$ cat src/rtl/dt_skeleton.sv
// dt_skeleton: scans a finished distance-transform map and extracts the
// medial-axis skeleton (8-neighbour local maxima). The skeleton is packed
// MSB-first into 16-bit words and written to a skeleton RAM, and the largest
// distance plus the number of skeleton pixels are reported at the end.
module dt_skeleton #(
    parameter int IMG_W = 128,
    parameter int DW    = 8,
    localparam int XW   = $clog2(IMG_W),
    localparam int AW   = 2 * XW,
    localparam int WAW  = AW - 4
) (
    input  logic           clk,
    input  logic           reset,
    input  logic           start,
    output logic           res_rd,
    output logic [AW-1:0]  res_addr,
    input  logic [DW-1:0]  res_di,
    output logic           skel_wr,
    output logic [WAW-1:0] skel_addr,
    output logic [15:0]    skel_do,
    output logic           done,
    output logic [DW-1:0]  max_dist,
    output logic [AW-1:0]  skel_cnt
);

    typedef enum logic [2:0] {
        S_IDLE,
        S_RD_C,
        S_RD_N,
        S_WR,
        S_FINISH
    } state_t;

    localparam logic [XW-1:0] X_LAST = {XW{1'b1}};

    state_t         state_q, state_d;
    logic [AW-1:0]  p_q, p_d;
    logic [2:0]     k_q, k_d;
    logic [DW-1:0]  c_q, c_d;
    logic           keep_q, keep_d;
    logic [15:0]    word_q, word_d;
    logic [DW-1:0]  max_q, max_d;
    logic [AW-1:0]  cnt_q, cnt_d;

    // Pixel coordinates of the pixel being evaluated
    logic [XW-1:0]  pix_x;
    logic [XW-1:0]  pix_y;
    assign pix_x = p_q[XW-1:0];
    assign pix_y = p_q[AW-1:XW];

    // Word that has just been completed; p already points past its last pixel
    logic [WAW-1:0] word_addr;
    assign word_addr = p_q[AW-1:4] - WAW'(1);

    // Neighbour geometry for step k (NW, N, NE, W, E, SW, S, SE)
    logic           dx_neg, dx_pos, dy_neg, dy_pos;
    logic           nb_in;
    logic [XW-1:0]  nb_x, nb_y;
    logic [AW-1:0]  nb_addr;
    logic [DW-1:0]  nb_val;

    // Decode the direction of the current neighbour and whether it lies on the image
    always_comb begin
        dx_neg = 1'b0;
        dx_pos = 1'b0;
        dy_neg = 1'b0;
        dy_pos = 1'b0;
        case (k_q)
            3'd0: begin dx_neg = 1'b1; dy_neg = 1'b1; end
            3'd1: begin dy_neg = 1'b1; end
            3'd2: begin dx_pos = 1'b1; dy_neg = 1'b1; end
            3'd3: begin dx_neg = 1'b1; end
            3'd4: begin dx_pos = 1'b1; end
            3'd5: begin dx_neg = 1'b1; dy_pos = 1'b1; end
            3'd6: begin dy_pos = 1'b1; end
            default: begin dx_pos = 1'b1; dy_pos = 1'b1; end
        endcase

        nb_in = 1'b1;
        if (dx_neg && (pix_x == '0))     nb_in = 1'b0;
        if (dx_pos && (pix_x == X_LAST)) nb_in = 1'b0;
        if (dy_neg && (pix_y == '0))     nb_in = 1'b0;
        if (dy_pos && (pix_y == X_LAST)) nb_in = 1'b0;

        nb_x = pix_x;
        if (dx_neg) nb_x = pix_x - XW'(1);
        if (dx_pos) nb_x = pix_x + XW'(1);
        nb_y = pix_y;
        if (dy_neg) nb_y = pix_y - XW'(1);
        if (dy_pos) nb_y = pix_y + XW'(1);

        nb_addr = {nb_y, nb_x};
        nb_val  = nb_in ? res_di : '0;
    end

    // Next-state, datapath updates and outputs of the scan FSM
    always_comb begin
        logic pix_end;
        logic keep_final;
        logic keep_now;

        state_d    = state_q;
        p_d        = p_q;
        k_d        = k_q;
        c_d        = c_q;
        keep_d     = keep_q;
        word_d     = word_q;
        max_d      = max_q;
        cnt_d      = cnt_q;
        res_rd     = 1'b0;
        res_addr   = '0;
        skel_wr    = 1'b0;
        skel_addr  = '0;
        skel_do    = '0;
        done       = 1'b0;
        pix_end    = 1'b0;
        keep_final = 1'b0;
        keep_now   = 1'b0;

        case (state_q)
            S_IDLE: begin
                if (start) state_d = S_RD_C;
            end

            S_RD_C: begin
                res_rd   = 1'b1;
                res_addr = p_q;
                c_d      = res_di;
                keep_d   = (res_di != '0);
                k_d      = 3'd0;
                if (res_di > max_q) max_d = res_di;
                if (res_di == '0) begin
                    pix_end    = 1'b1;
                    keep_final = 1'b0;
                end else begin
                    state_d = S_RD_N;
                end
            end

            S_RD_N: begin
                res_rd   = nb_in;
                res_addr = nb_in ? nb_addr : '0;
                keep_now = keep_q && !(nb_val > c_q);
                keep_d   = keep_now;
                k_d      = k_q + 3'd1;
                if (k_q == 3'd7) begin
                    pix_end    = 1'b1;
                    keep_final = keep_now;
                end
            end

            S_WR: begin
                skel_wr   = 1'b1;
                skel_addr = word_addr;
                skel_do   = word_q;
                word_d    = '0;
                state_d   = (&word_addr) ? S_FINISH : S_RD_C;
            end

            S_FINISH: begin
                done = 1'b1;
            end

            default: begin
                state_d = S_IDLE;
            end
        endcase

        if (pix_end) begin
            word_d  = {word_q[14:0], keep_final};
            cnt_d   = cnt_q + {{(AW-1){1'b0}}, keep_final};
            p_d     = p_q + AW'(1);
            state_d = (p_q[3:0] == 4'hF) ? S_WR : S_RD_C;
        end
    end

    // State and datapath registers with synchronous clear
    always_ff @(posedge clk) begin
        if (reset) begin
            state_q <= S_IDLE;
            p_q     <= '0;
            k_q     <= '0;
            c_q     <= '0;
            keep_q  <= 1'b0;
            word_q  <= '0;
            max_q   <= '0;
            cnt_q   <= '0;
        end else begin
            state_q <= state_d;
            p_q     <= p_d;
            k_q     <= k_d;
            c_q     <= c_d;
            keep_q  <= keep_d;
            word_q  <= word_d;
            max_q   <= max_d;
            cnt_q   <= cnt_d;
        end
    end

    assign max_dist = max_q;
    assign skel_cnt = cnt_q;

endmodule

$ cat config.mk
export PLATFORM = sky130hd
export DESIGN_NAME = dt_skeleton
export DESIGN_NICKNAME = d
export VERILOG_FILES = /design/src/rtl/dt_skeleton.sv
export SDC_FILE = /design/constraint.sdc
export NUM_CORES = 1
export LEC_CHECK = 0
export CORE_MARGIN = 2
export CORE_UTILIZATION = 49
export CTS_CLUSTER_DIAMETER = 100
export DETAILED_ROUTE_END_ITERATION = 10
export GPL_TIMING_DRIVEN = 0
export PLACE_DENSITY = 0.77
export SETUP_SLACK_MARGIN = 0.5
export SLEW_MARGIN = 0
export SYNTH_ARGS = -nofsm -noshare
export SYNTH_HDL_FRONTEND = slang
export SYNTH_SLANG_ARGS = --single-unit
$ cat constraint.sdc
create_clock -name clk -period 3.6 [get_ports clk]
set_input_delay 0.54 -clock clk [delete_from_list [all_inputs] [get_ports clk]]
set_output_delay 0.54 -clock clk [all_outputs]
set_load 0.03 [all_outputs]
==> flow_metrics.tcl, run 1 <==
set metrics [dict create \
    status "complete, but fails checks" \
    failed_checks "negative setup slack" \
    ir_drop_mv 0.193 \
    cts_tree "yes" \
    die_height_um 102 \
    yosysTopAreaCell "dfxtp_1" \
    synthTopCellsByArea "dfxtp_1 (29%), ha_1 (8.8%), nand3_1 (5.6%), nand2_1 (5.5%), a21oi_1 (5.2%)" \
    r2r.worst_path.cells 17 \
    synth_area_um2 4680 \
    max_freq_mhz 270 \
    fin_crit_sh_pct 103 \
    insertion_delay_ns 0.35 \
    post-route-util_pct 67.8 \
    synthCells 611 \
    power_density_nw_per_um2 267 \
    clk_pin_slew_ns 0.08 \
    start_util_pct 50.7 \
    r2r_slack_ns -0.1 \
    ys_types 67 \
    cts_made_buffers 9 \
    ant_nets 0 \
    num-nets-final 763 \
    cellLeakagePower_nw 2.48 \
    core_um2 9240 \
    grt_pass1_wl_mm 22.7 \
    drc_errors 0 \
    hp-class "flip-flop to flip-flop" \
    diodes 0 \
    vias_per_cell 5.84 \
    hold_viol_final 0 \
    path_class "flip-flop to flip-flop" \
    antenna_found_initial 0 \
    finalCriticalPeriod_ns 3.70 \
    end_kind "flip-flop" \
    synth_edf_count 0 \
    postRouteWirelength_mm 14.4 \
    clk_path_buf_depth 2 \
    port_buffers 75 \
    place_inst 815 \
    synth-seq-cells 67 \
    syn_avg_cell_area_um2 7.66 \
    synth-main-ff-cell "dfxtp_1" \
    start_kind "flip-flop" \
    relSlewSlack_pct 48.5 \
    gp_congestion 0.914 \
    grt-ovfl-total 0 \
    seq_area_frac_synth_pct 28.6 \
    stdcell_count 852 \
    fp-row-count 35 \
    tightest_slew_ns 0.773 \
    synth.most_common_cell "nand2_1" \
    synth-warning-count 0 \
    async_reset_ff_share_pct 0 \
    worst_ep_required_time_ns 3.88 \
    grt_pass1_vias 4562 \
    holdPathStages 2 \
    fin_ws_ns -0.0979 \
    slew_violations 0 \
    cts-htree-levels 3 \
    dieArea_um2 10400 \
    synthTopCellsByCount "nand2_1 (68), dfxtp_1 (67), nand3_1 (52), nor2_1 (52), a21oi_1 (49)" \
    drive_gt1_share_pct 18.8 \
    dr.pass1.iters 5 \
    syn-num-nets 655 \
    synth_top_area_share_pct 28.6 \
    drtIter0Drc 389 \
    syn_to_final_growth_pct 33.7 \
    dr_total_vias 4979 \
    cts_sinks 67 \
    dp_hpwl_mm 10.1 \
    dieWidth_um 102 \
    grt_max_degree 13 \
    crit_fanout 10 \
    post_drt_wl_per_cell_um 16.8 \
    finClkSkew_ns 0.0173 \
    critPathArrivalTime_ns 3.98 \
    ios 76 \
    drv_cap 0 \
    rsz0062_at_grt "true" \
    finalSetupViolCount 8 \
    cts-root-buf "clkbuf_8" \
    grt_use_total_pct 27.6 \
]
[worst max-delay path, stage by stage (launching register included)]
cell and delay, ns:
dfxtp_1 0.50, ha_1 0.23, and4_4 0.28, nand4_1 0.17, o21a_1 0.24, clkbuf_4 0.20
and3_4 0.21, ha_4 0.21, nor2b_4 0.12, o211ai_1 0.18, a21oi_1 0.10, o22a_2 0.26
nor2_4 0.14, ha_4 0.14, buf_6 0.11, nand4_1 0.09, or3_1 0.34, a21oi_2 0.12
[cells in the final DEF, fill, tap and decap left out, types with 4 or more instances in the layout]
cell	n
nand2b_1	4
clkbuf_2	6
ha_4	9
buf_6	12
inv_2	4
xor2_1	16
dfxtp_1	61
o21ai_0	9
nand3_1	50
buf_2	11
nor2b_1	4
a21oi_1	47
o211ai_1	9
nand4_1	26
xnor2_1	13
mux2i_1	9
nand2_1	67
clkdlybuf4s50_1	56
inv_1	25
and3_1	15
and4_1	7
and2_1	17
buf_4	30
clkbuf_8	10
or3_1	6
dfxtp_2	4
nor2_1	51
nor3_1	5
ha_1	24
clkbuf_1	16
[logic make-up (layout without fill, tap and decap cells)]
| group | Yosys count | count (layout) | share of synthesized area [%] |
|---|---|---|---|
| fa+ha+maj | 33 | 33 | 8.82 |
| buf+inv | 74 | 186 | 6.84 |
| mux | 10 | 10 | 2.16 |
| compound gates | 109 | 109 | 15.1 |
| flops | 67 | 67 | 28.6 |
| simple gates | 289 | 289 | 33.0 |
| xor+xnor | 29 | 29 | 5.42 |
[worst paths after layout]
check,startpoint,end
worst max-delay path,p_q[5],skel_cnt[7]
worst min-delay path,c_q[5],c_q[5]
worst max register to register,p_q[5],skel_cnt[7]
worst min register to register,c_q[5],c_q[5]
[stage by stage]
step                total power [mW]  hold WS (ns)  setup slack, ns  area [µm²]  TNS (ns)
floorplan                      0.937         0.436            0.114        4720         0
global placement                1.01         0.443           -0.374        5630     -2.74
detailed placement              1.02         0.449           -0.476        5630     -4.07
CTS                             1.67         0.459          -0.0487        6130   -0.0660
global route                    1.74         0.475           -0.253        6260     -2.36
finish                          1.67         0.458          -0.0979        6260    -0.258
[cell type report]
| class | instances | area, µm² |
|---|---|---|
| timing repair buffer | 97 | 897 |
| buffer | 44 | 254 |
| clock buffer | 9 | 124 |
| inverter | 30 | 115 |
| tap | 129 | 161 |
| sequential | 67 | 1350 |
| clock inverter | 6 | 66.3 |
| multi-input combinational | 470 | 3290 |
| fill | 780 | 2980 |
[per-layer routing]
layer | vias up | share of wire (%) | routed length, µm | track usage, %
li1 | 2391 | - | - | -
met1 | 2352 | 45 | 6480 | 38.4
met2 | 200 | 47 | 6760 | 43.5
met3 | 36 | 6.0 | 864 | 4.00
met4 | 0 | 1.7 | 244 | 9.88
met5 | - | 0 | 0 | 0
[where the power goes]
part	switching (mW)	leakage (nW)	internal [mW]
Clock	0.309	0.0994	0.318
Combinational	0.168	1.84	0.112
Sequential	0.0125	0.545	0.754
[registers in the layout (all words and copies together), names as in the netlist]
signal and count:
p_q 14, state_q 3, max_dist 8, keep_q 1
skel_cnt 14, c_q 8, word_q 16, k_q 3
[repair_timing]
item,in CTS,in global routing
endpoints found under the setup margin,36,38
buffers inserted,17,2
cloned,2,1
resized for setup,146,34
hold buffers,0,0
endpoints found under the hold margin,0,0
pin swaps,10,5
(Power assumes the default switching activity.)
==> inputs of run 2 (changes only) <==
CORE_UTILIZATION = 59   (was 49)
PLACE_DENSITY = 0.87   (was 0.77)
clock period = 4.58 ns   (was 3.6 ns; I/O delays follow)
==> run 2 against run 1 <==
Net effect:
- the flow now finishes without violations
- cell count decreased by 5.0%
- core utilization is 8.1 points higher
- critical path depth is 7 lower
- critical path type is now flip-flop to primary output
- wire length decreased by 8.2%
- sequential share of layout area increased by 1.3 points
- register-to-register slack better by 0.74 ns
- via count shrank 0.80%
- worst setup slack improved by 0.68 ns
- die area decreased by 16%
- critical endpoint is now res_addr[1]
- sequential power shrank 21%
- non-clock buffer count decreased by 17
- first-iteration DRC count up 14%
==> flow_metrics.tcl, run 2 (same netlist as run 1, synthesis figures left out) <==
set metrics [dict create \
    die_height_um 93.1 \
    relSlewSlack_pct 57.6 \
    largest_register "word_q" \
    path_class "flip-flop to primary output" \
    start_kind "flip-flop" \
    r2r_slack_ns 0.64 \
    grt_pass1_vias 4582 \
    crit_chain "buf_6 -> clkinvlp_4 -> ha_4 -> or3_1 -> buf_2 -> a21oi_4 -> nand3_2 -> buf_6 -> o221ai_1 -> clkdlybuf4s50_1" \
    ios 76 \
    core_um2 7730 \
    worstHoldStart "c_q[6]" \
    drtIter0Drc 443 \
    vias_per_cell 6.11 \
    drive_gt1_share_pct 10.2 \
    fillCellCount 550 \
    port_buffers 75 \
    ant_nets 0 \
    diodes 0 \
    r2r.worst_path.cells 17 \
    finalSetupViolCount 0 \
    antenna_found_initial 0 \
    clk_pin_slew_ns 0.07 \
    dp_hpwl_mm 9.54 \
    clk_path_buf_depth 2 \
    final_common_cell "clkdlybuf4s50_1" \
    cts_made_buffers 9 \
    finClkSkew_ns 0.0112 \
    crit_fanout 10 \
    holdPathStages 2 \
    largest_reg_flops 16 \
    gp_congestion 1.08 \
    hold_viol_final 0 \
    dr.pass1.iters 5 \
    grt_use_total_pct 30.6 \
    cellLeakagePower_nw 2.31 \
    status "complete, no violations" \
    dr_total_vias 4939 \
    dieArea_um2 8670 \
    insertion_delay_ns 0.36 \
    cts-root-buf "clkbuf_8" \
    rsz0062_at_grt "true" \
    tightest_slew_ns 0.630 \
    drc_errors 0 \
    cts-htree-levels 3 \
    crit_top_cell "buf_6" \
    cp_slowest_cell "clkdlybuf4s50_1" \
    r2r-end "skel_cnt[7]" \
    fin_crit_sh_pct 87.4 \
    num-nets-final 746 \
    ir_drop_mv 0.163 \
    postRouteWirelength_mm 13.2 \
    critPathArrivalTime_ns 3.31 \
    drv_cap 0 \
    hp-class "flip-flop to flip-flop" \
    total_power_mw 1.27 \
    grt_max_degree 14 \
    grt_pass1_wl_mm 21.5 \
    power_density_nw_per_um2 217 \
    slew_violations 0 \
    post_drt_wl_per_cell_um 16.3 \
    fp-row-count 32 \
    slowest_delay_ns 0.73 \
    finalCriticalPeriod_ns 4.00 \
    cts_tree "yes" \
    timing.rr.start "p_q[1]" \
    grt-ovfl-total 0 \
    syn_to_final_growth_pct 25.2 \
    final_cell_mix "clkdlybuf4s50_1 (72), nand2_1 (68), dfxtp_1 (64)" \
    tns_ns 0 \
    worst_ep_required_time_ns 3.89 \
    post-route-util_pct 75.9 \
    cts_sinks 67 \
    max_freq_mhz 250 \
    hold_end "c_q[6]" \
    end_kind "primary output" \
    dieWidth_um 93.1 \
    start_util_pct 60.6 \
    whs_ns 0.461 \
]
==> run 2: worst max-delay path by stage <==
stage	start	end	slack, ns	cells after the start
floorplan	k_q[2]	skel_cnt[7]	0.89	19
global placement	k_q[2]	skel_cnt[7]	0.25	19
detailed placement	k_q[2]	skel_cnt[7]	0.17	19
CTS	k_q[1]	skel_cnt[7]	0.50	19
global route	k_q[2]	skel_cnt[7]	0.45	19
finish	k_q[2]	res_addr[1]	0.58	10
==> run 2: stage by stage <==
step | area, µm² | std cells | setup slack [ns]
floorplan | 4680 | 611 | 0.892
global placement | 5560 | 788 | 0.247
detailed placement | 5560 | 788 | 0.167
CTS | 5770 | 804 | 0.500
global route | 5860 | 809 | 0.448
finish | 5860 | 809 | 0.579
==> run 2: repair_timing <==
action	in CTS	in global routing
pin swaps	1	3
setup endpoints to repair	16	23
hold buffers	0	0
gates resized for setup	7	19
setup buffers	0	5
==> run 2: per-layer routing <==
layer  wire [µm]  global-route usage [%]  part of all wire [%]  vias up
met2        6280                    51.1                    48      249
met3        1100                    5.88                   8.3       31
met4         285                    9.93                   2.2        0
met1        5510                    39.7                    42     2304
met5           0                       0                     0        -
li1            -                       -                     -     2355
==> run 2: critical path: cells and delay by family, from the launching register on <==
family / cells / cell delay, ns
buffers and inverters: 5 / 1.41
and+or+nand+nor: 2 / 0.52
AOI/OAI and AO/OA: 2 / 0.41
DFF: 1 / 0.40
adders and majority gates: 1 / 0.21
==> run 2: area by class of cell <==
cell class	count	area, µm²	area share, %
flip-flops and latches	67	1350	22.9
plain buffers	44	224	3.82
clock inverters	6	47.5	0.811
multi-input cells	470	3070	52.3
repair buffers	80	796	13.6
inverters	30	116	1.98
clock buffers	10	138	2.35
well taps	102	128	2.18
==> run 2: power by group <==
part,internal [mW],leakage (nW),switching (mW)
combinational,0.0742,1.66,0.120
sequential,0.593,0.543,0.00872
clock,0.218,0.0989,0.259
total,0.885,2.31,0.387
==> inputs of run 3 (changes only) <==
HOLD_SLACK_MARGIN = 0.03   (was default)
==> results of run 3 <==
Final layout, timing and power as in run 2 (identical DEF).
